## src/rtl/nibble_serial_add_ctrl.sv

```systemverilog
// rtl/nibble_serial_add_ctrl.sv - WIDTH-bit adder sequenced through one 4-bit slice, LSB nibble first
// Valid/ready on both sides; one operand set in flight, result held until consumed.
module nibble_serial_add_ctrl #(
  parameter int WIDTH = 16
) (
  input  logic             clk,
  input  logic             reset,
  input  logic             in_valid,
  output logic             in_ready,
  input  logic [WIDTH-1:0] in_a,
  input  logic [WIDTH-1:0] in_b,
  input  logic             in_cin,
  output logic             out_valid,
  input  logic             out_ready,
  output logic [WIDTH-1:0] out_sum,
  output logic             out_cout,
  output logic             busy
);

  localparam int NIB = WIDTH / 4;
  localparam int IW  = (NIB > 1) ? $clog2(NIB) : 1;

  typedef enum logic [1:0] {IDLE, RUN, DONE} state_t;

  state_t           state_q;
  logic [WIDTH-1:0] a_q, b_q, sum_q, sum_d;
  logic             carry_q;
  logic [IW-1:0]    idx_q;
  logic             in_ready_q, out_valid_q, out_cout_q, busy_q;
  logic [WIDTH-1:0] out_sum_q;

  logic [IW+1:0]    shamt;
  logic [3:0]       nib_a, nib_b;
  logic [4:0]       nib_sum;
  logic             last_step;

  // The single shared slice: select the current nibble and splice its sum back in place.
  always_comb begin
    shamt     = {idx_q, 2'b00};
    nib_a     = 4'(a_q >> shamt);
    nib_b     = 4'(b_q >> shamt);
    nib_sum   = {1'b0, nib_a} + {1'b0, nib_b} + {4'b0000, carry_q};
    sum_d     = (sum_q & ~(WIDTH'(4'hF) << shamt)) | (WIDTH'(nib_sum[3:0]) << shamt);
    last_step = (idx_q == IW'(NIB - 1));
  end

  always_ff @(posedge clk or posedge reset) begin
    if (reset) begin
      state_q     <= IDLE;
      a_q         <= '0;
      b_q         <= '0;
      sum_q       <= '0;
      carry_q     <= 1'b0;
      idx_q       <= '0;
      in_ready_q  <= 1'b1;
      out_valid_q <= 1'b0;
      out_sum_q   <= '0;
      out_cout_q  <= 1'b0;
      busy_q      <= 1'b0;
    end else begin
      case (state_q)
        IDLE: begin
          if (in_valid) begin
            a_q        <= in_a;
            b_q        <= in_b;
            carry_q    <= in_cin;
            idx_q      <= '0;
            sum_q      <= '0;
            in_ready_q <= 1'b0;
            busy_q     <= 1'b1;
            state_q    <= RUN;
          end
        end
        RUN: begin
          sum_q   <= sum_d;
          carry_q <= nib_sum[4];
          if (last_step) begin
            out_valid_q <= 1'b1;
            out_sum_q   <= sum_d;
            out_cout_q  <= nib_sum[4];
            state_q     <= DONE;
          end else begin
            idx_q <= idx_q + 1'b1;
          end
        end
        DONE: begin
          // Result is only visible while valid; cleared on handshake.
          if (out_ready) begin
            out_valid_q <= 1'b0;
            out_sum_q   <= '0;
            out_cout_q  <= 1'b0;
            in_ready_q  <= 1'b1;
            busy_q      <= 1'b0;
            state_q     <= IDLE;
          end
        end
        default: begin
          state_q    <= IDLE;
          in_ready_q <= 1'b1;
          busy_q     <= 1'b0;
        end
      endcase
    end
  end

  assign in_ready  = in_ready_q;
  assign out_valid = out_valid_q;
  assign out_sum   = out_sum_q;
  assign out_cout  = out_cout_q;
  assign busy      = busy_q;

endmodule
```

## config.mk

```make
export PLATFORM = sky130hd
export DESIGN_NAME = nibble_serial_add_ctrl
export DESIGN_NICKNAME = d
export VERILOG_FILES = /design/src/rtl/nibble_serial_add_ctrl.sv
export SDC_FILE = /design/constraint.sdc
export NUM_CORES = 1
export LEC_CHECK = 0
export CAP_MARGIN = 40
export CORE_MARGIN = 4
export CORE_UTILIZATION = 35
export CTS_CLUSTER_SIZE = 24
export DETAILED_ROUTE_END_ITERATION = 7
export GPL_TIMING_DRIVEN = 0
export HOLD_SLACK_MARGIN = 0.06
export PLACE_DENSITY = 0.6
export SKIP_CTS_REPAIR_TIMING = 1
export SYNTH_ARGS = -nofsm -noshare
export SYNTH_HDL_FRONTEND = slang
export SYNTH_SLANG_ARGS = --single-unit
```

## constraint.sdc

```tcl
create_clock -name clk -period 2.5 [get_ports clk]
set_input_delay 0.5 -clock clk [delete_from_list [all_inputs] [get_ports clk]]
set_output_delay 0.5 -clock clk [all_outputs]
set_load 0.005 [all_outputs]
```

==> metrics.csv, run 1 <==
stage;metric;value;unit
job;maxCapViolations;0;
timing;setup_viol;18;
synth;postSynth.asyncResetShare;100;%
power;power.net_switching;2.84;mW
power;power_frac_seq;27.0;%
outcome;failing_checks;negative setup slack;
clocking;cts_bufs_inserted;9;
routing;drc;0;
power;totalPowerFinal;7.09;mW
die;std_cell_rows;35;
place;detail_placement_hpwl;5.41;mm
die;area_enclosed_by_the_die_boundary;11000;sq um
synth;post_synth_edffs;0;
power;worst_ir_drop_vdd;0.903;mV
critical_path;cp.required;2.76;ns
power;pwr-share-comb;60.3;%
synth;postSynthCellCount;251;
grt;grt_max_degree;57;
grt;vias_in_the_first_global_route;2398;
synth;netlist_top_cells_count;dfrtp_1, mux2_2, a21oi_1, nand2_1, o22ai_1;
min_path;min-delay-path-class;input port to async pin;
critical_path;cp_cell_sequence;buf_6 -> buf_12 -> mux4_2 -> fa_2 -> fa_2 -> xor2_4 -> a21oi_2 -> o22ai_1;
timing;finClkSkew;0.0129;ns
routing;wl;7.51;mm
timing;layout_setup_ws;-0.150;ns
power;clockPowerShare;12.7;%
synth;synth_fp_nets;297;
timing;final.hold.worst_slack;0.429;ns
critical_path;critical_path_peak_fanout;6;
timing;timing_worst_slew_pin_value;0.428;ns
clocking;clock_tree_from_tritoncts;built;
grt;wire_length_of_the_first_global_routing_pass;12.4;mm
cells_and_area;flow.area_growth_from_synthesis;35.3;%
timing;final.period_utilization;106;%
critical_path;setup.worst_path.start;idx_q[0];
clocking;worst_setup_hold_path_clk_slew;0.08;ns
routing;vias_per_cell;5.15;
routing;routed_wire_length_per_instance;16.9;um
place;gp_congestion;0.785;
critical_path;cp-end-kind;flip-flop;
clocking;max-clock-path-buffers;2;
place;portBuffers;56;
cells_and_area;finalCoreUtilization;48.4;%
synth;postSynthAreaPerCell;13.1;sq um
timing;setup_repair_after_global_routing_missed_its_margin;yes;
critical_path;critical-path-slowest-cell;mux4_2;
grt;grt_util_all_layers;14.4;%
clocking;clkLatencyLatePin;0.34;ns
clocking;cts_root_buf;clkbuf_8;
synth;synth_top_cell_by_area;dfrtp_1;
timing;max_freq;377;MHz
synth;synth_top_cells_by_area;dfrtp_1, mux2_2, mux4_2;
timing;worst_slew_margin_rel;71.5;%
routing;antenna_left;0;
critical_path;critical_path.reg2reg.endpoint;sum_q[6];
die;start_util;35.7;%
die;core_area;9200;sq um
critical_path;critical_path.startpoint_type;flip-flop;
critical_path;rrSetupSlack;-0.15;ns
routing;routed-via-count;2287;
critical_path;signal_arrival_time_at_the_worst_endpoint;2.91;ns
routing;firstDrtPassIters;4;
power;leakage_power;1.82;nW
timing;max_slew_violations;0;
die;chipWidth;105;um
critical_path;r2r-start;idx_q[0];
clocking;cts-htree-levels;3;
die;io_pins;57;
critical_path;r2r_cells;8;
cells_and_area;drive_gt1_share;33.6;%
routing;drt_iter0_drc;87;
place;place.detailed.instances;419;
grt;gr_overflow_total;0;
place;pre_cts_slack;-0.293;ns
outcome;run_status;finished with violations;
synth;dominantRegCellSynth;dfrtp_1;
grt;antenna_found_initial;0;
critical_path;setup.worst_path.end;sum_q[6];
synth;yosysTopAreaCellShare;51.8;%
power;power.density;1590;nW/um^2
timing;period_minus_slack;2.65;ns
critical_path;critPathMaxStageDelay;0.52;ns
synth;yosys.cell_count.top_type;dfrtp_1;
synth;synth-seq-area-share;52.6;%
critical_path;critical-path-top-cell-by-count;fa_2;
critical_path;crit_type;flip-flop to flip-flop;
die;die_h;105;um
cells_and_area;diodes;0;
clocking;cts.sink_count;69;
synth;synth_cell_type_count;40;
power;power_report.internal_total;4.25;mW
synth;yosys_register_bits;69;
cells_and_area;final_cell_count_no_fill;444;
synth;total_standard_cell_area_after_synthesis;3290;sq um
timing;hold_viol;0;
power;net_switching_fraction_of_the_power;40.0;%
synth;count_of_yosys_warnings_during_synthesis;0;
cells_and_area;fin_nets;374;
[power by group through the flow]
stage / clock network (mW) / registers (mW) / logic, mW
after floorplan: 0 / 1.86 / 2.49
after global placement: 0 / 1.91 / 3.45
after detailed placement: 0 / 1.93 / 3.53
after CTS: 0.927 / 1.91 / 3.54
after global routing: 0.981 / 1.99 / 4.64
final: 0.900 / 1.91 / 4.28
[final cells by class]
| class | instances | area, sq um |
|---|---|---|
| Buffer | 15 | 140 |
| Clock buffer | 12 | 145 |
| Clock inverter | 4 | 47.5 |
| Fill cell | 837 | 4750 |
| Inverter | 9 | 36.3 |
| Multi-Input combinational cell | 158 | 1540 |
| Sequential cell | 69 | 1730 |
| Tap cell | 111 | 139 |
| Timing Repair Buffer | 66 | 668 |
[cell families (layout without fill, tap and decap cells)]
group	count (synthesis)	in the layout	share of synthesized area [%]
flops	69	69	52.6
compound gates	64	64	14.4
simple gates	44	44	7.73
mux	40	40	16.5
buf+inv	24	106	4.65
fa+ha+maj	9	9	3.88
xor+xnor	1	1	0.267
[worst min-delay path by stage]
stage	from	to	slack [ns]	cells past startpoint
after floorplan	a_q[8]	a_q[8]	0.45	1
after global placement	a_q[8]	a_q[8]	0.47	1
after detailed placement	a_q[8]	a_q[8]	0.48	1
after CTS	reset	sum_q[6]	0.42	2
after global routing	reset	out_sum[14]	0.43	2
final	reset	sum_q[6]	0.43	2
[state kept, by name, indices dropped and copies added (netlist names)]
signal / flops
a_q: 16
b_q: 16
busy: 1
carry_q: 1
idx_q: 2
in_ready: 1
out_cout: 1
out_sum: 16
out_valid: 1
state_q: 2
sum_q: 12
[worst max-delay path, delay by kind of cell (launching register included)]
family,cells,cell delay [ns]
multiplexers,1,0.52
adder cells (fa/ha/maj),2,0.83
AO/OA/AOI/OAI,2,0.28
XOR/XNOR,1,0.28
buffers and inverters,2,0.25
flip-flops,1,0.41
[per-stage QoR]
stage / area [sq um] / TNS [ns]
2_1_floorplan: 3300 / 0
3_3_place_gp: 4000 / -70.31
3_5_place_dp: 4030 / -4.07
4_1_cts: 4230 / -4.55
5_1_grt: 4450 / -3.53
6_report: 4450 / -1.49
[placed cells by master (no fill, tap or decap), types with 3 or more instances in the layout]
cell type and n:
dfrtp_1 68, clkdlybuf4s50_1 56, mux2_2 29, nand2_1 16
buf_4 11, o22ai_1 10, nor2b_1 10, clkbuf_8 10
a21oi_1 9, a21oi_2 8, mux4_2 8, buf_6 7
inv_1 7, nor2_1 7, o21ai_0 7, o2bb2ai_1 6
ha_1 6, o2bb2ai_2 5, a22o_1 4, mux2_1 3
clkbuf_1 3, buf_2 3, a32o_1 3
[metal layers]
metal	vias to the layer above	global-route usage [%]	routed length (um)
li1	1072	-	-
met1	1158	17.8	3320
met2	48	24.4	3770
met3	9	4.57	349
met4	0	3.37	71
met5	-	0	0
Power figures use the tool's default switching activity.
==> inputs of run 2 (changes only) <==
Settings changed: SLEW_MARGIN from default to 20.
==> results of run 2 <==
Final layout, timing and power as in run 1 (identical DEF).
==> inputs of run 3 (changes only) <==
Settings changed: CELL_PAD_IN_SITES_DETAIL_PLACEMENT from default to 0, CELL_PAD_IN_SITES_GLOBAL_PLACEMENT from default to 1, PLACE_DENSITY 0.6 to 0.68.
Clock period 2.5 ns to 2.9 ns, I/O delays scaled along.
==> run 3 against run 2 <==
Compared with the run above: the run now ends clean; core utilization fell by 1.7 points; sequential cell count did not move; clock power rose by 8.1%; fmax fell by 4.1%; hold slack improved by 0.064 ns; cell count fell by 2.0%; largest power group unchanged.
==> metrics.csv, run 3 (synthesis results as in run 1) <==
stage;metric;value;unit
outcome;run_status;completed;
die;start_util;35.7;%
cells_and_area;flow.area_growth_from_synthesis;30.5;%
place;pre_cts_slack;-0.256;ns
power;worst_ir_drop_vdd;0.601;mV
grt;grt_most_used_layer;met2;
power;totalPowerFinal;5.58;mW
routing;firstDrtPassIters;4;
clocking;clock_tree_from_tritoncts;built;
grt;vias_in_the_first_global_route;2349;
routing;antenna_left;0;
critical_path;critical_path_peak_fanout;10;
timing;period_minus_slack;2.76;ns
critical_path;cp-end-kind;flip-flop;
clocking;cts.sink_count;69;
critical_path;r2r-start;idx_q[0];
timing;tns;0;ns
routing;drt_iter0_drc;72;
timing;final.period_utilization;95.3;%
job;maxCapViolations;0;
critical_path;signal_arrival_time_at_the_worst_endpoint;3.03;ns
grt;grt_util_all_layers;14.3;%
timing;max_slew_violations;0;
critical_path;critical_path.startpoint_type;flip-flop;
die;chipWidth;105;um
die;std_cell_rows;35;
cells_and_area;drive_gt1_share;25.9;%
clocking;max-clock-path-buffers;2;
cells_and_area;diodes;0;
cells_and_area;most-common-layout-cells;dfrtp_1, clkdlybuf4s50_1, mux2_2, a21oi_1, nand2_1;
grt;grt_util_met2;23.2;%
clocking;worst_setup_hold_path_clk_slew;0.08;ns
timing;timing_worst_slew_pin_value;0.435;ns
grt;antenna_found_initial;0;
routing;routed-via-count;2218;
grt;globalRouteMet1Util;18.6;%
clocking;cts_root_buf;clkbuf_8;
die;core_area;9200;sq um
timing;setup_viol;0;
place;detail_placement_hpwl;5.40;mm
cells_and_area;finalCoreUtilization;46.6;%
place;portBuffers;56;
routing;vias_per_cell;5.10;
critical_path;cp.required;3.16;ns
timing;worst_slew_margin_rel;71.0;%
grt;grt_max_degree;54;
die;area_enclosed_by_the_die_boundary;11000;sq um
die;die_h;105;um
grt;wire_length_of_the_first_global_routing_pass;12.4;mm
timing;layout_setup_ws;0.135;ns
clocking;clkLatencyLatePin;0.34;ns
clocking;cts-htree-levels;3;
clocking;cts_bufs_inserted;9;
cells_and_area;filler_cells;848;
place;place.detailed.instances;419;
grt;gr_overflow_total;0;
min_path;min-delay-path-class;flip-flop to flip-flop;
timing;hold_viol;0;
grt;grtUsageMet3;4.14;%
cells_and_area;final_cell_count_no_fill;435;
place;gp_congestion;0.750;
routing;wl;7.26;mm
min_path;timing.hold.worst.start;out_sum[8];
power;power.density;1300;nW/um^2
cells_and_area;layout_commonest_cell;dfrtp_1;
routing;routed_wire_length_per_instance;16.7;um
timing;finClkSkew;0.00975;ns
power;leakage_power;1.77;nW
critical_path;crit_type;flip-flop to flip-flop;
die;io_pins;57;
critical_path;setup.worst_path.start;idx_q[0];
routing;drc;0;
cells_and_area;fin_nets;365;
timing;max_freq;362;MHz
run 3: changes by cell type in the layout (fill, tap and decap cells not counted), sizes merged:
cell    previous run  this run
clkbuf            13        12
clkinv             2         0
bufinv             1         3
buf               24        15
inv                9        10
run 3: final cells by class:
class                           instances  area (sq um)  share of cell area (%)
Clock buffer                           11           141                    3.30
Clock inverter                          5           106                    2.48
Inverter                                9          36.3                   0.846
Buffer                                 15           133                    3.09
Timing Repair Buffer                   57           588                    13.7
Sequential cell                        69          1730                    40.3
Multi-Input combinational cell        158          1420                    33.0
Tap cell                              111           139                    3.24
run 3: power breakdown:
| part | internal [mW] | total (mW) | switching (mW) |
|---|---|---|---|
| Combinational | 1.46 | 2.96 | 1.50 |
| Clock | 0.598 | 0.973 | 0.375 |
| Sequential | 1.40 | 1.64 | 0.238 |
run 3: worst max-delay path, stage by stage (launching register included):
cell and delay [ns]:
dfrtp_1 0.40, buf_6 0.16, buf_8 0.17, mux4_2 0.54
fa_1 0.45, fa_2 0.38, xor2_2 0.27, a21oi_1 0.15
o22ai_1 0.17
run 3: metrics by stage:
step / hold WS, ns / cell area [sq um]
2_1_floorplan: 0.452 / 3290
3_3_place_gp: 0.474 / 3990
3_5_place_dp: 0.477 / 4020
4_1_cts: 0.499 / 4260
5_1_grt: 0.521 / 4290
6_report: 0.492 / 4290
run 3: per-layer routing:
metal | wire length (um) | vias to the layer above
li1 | - | 1056
met1 | 3200 | 1099
met2 | 3540 | 51
met3 | 402 | 12
met4 | 112 | 0
met5 | 0 | -
run 3: worst paths after layout:
check,depth (start not counted),to,slack [ns]
max in group asynchronous,3,in_ready,1.82
max,8,sum_q[2],0.14
min,1,out_sum[8],0.49
min reg2reg,1,out_sum[8],0.49
max reg2reg,8,sum_q[2],0.14
min in group asynchronous,2,out_sum[13],0.52
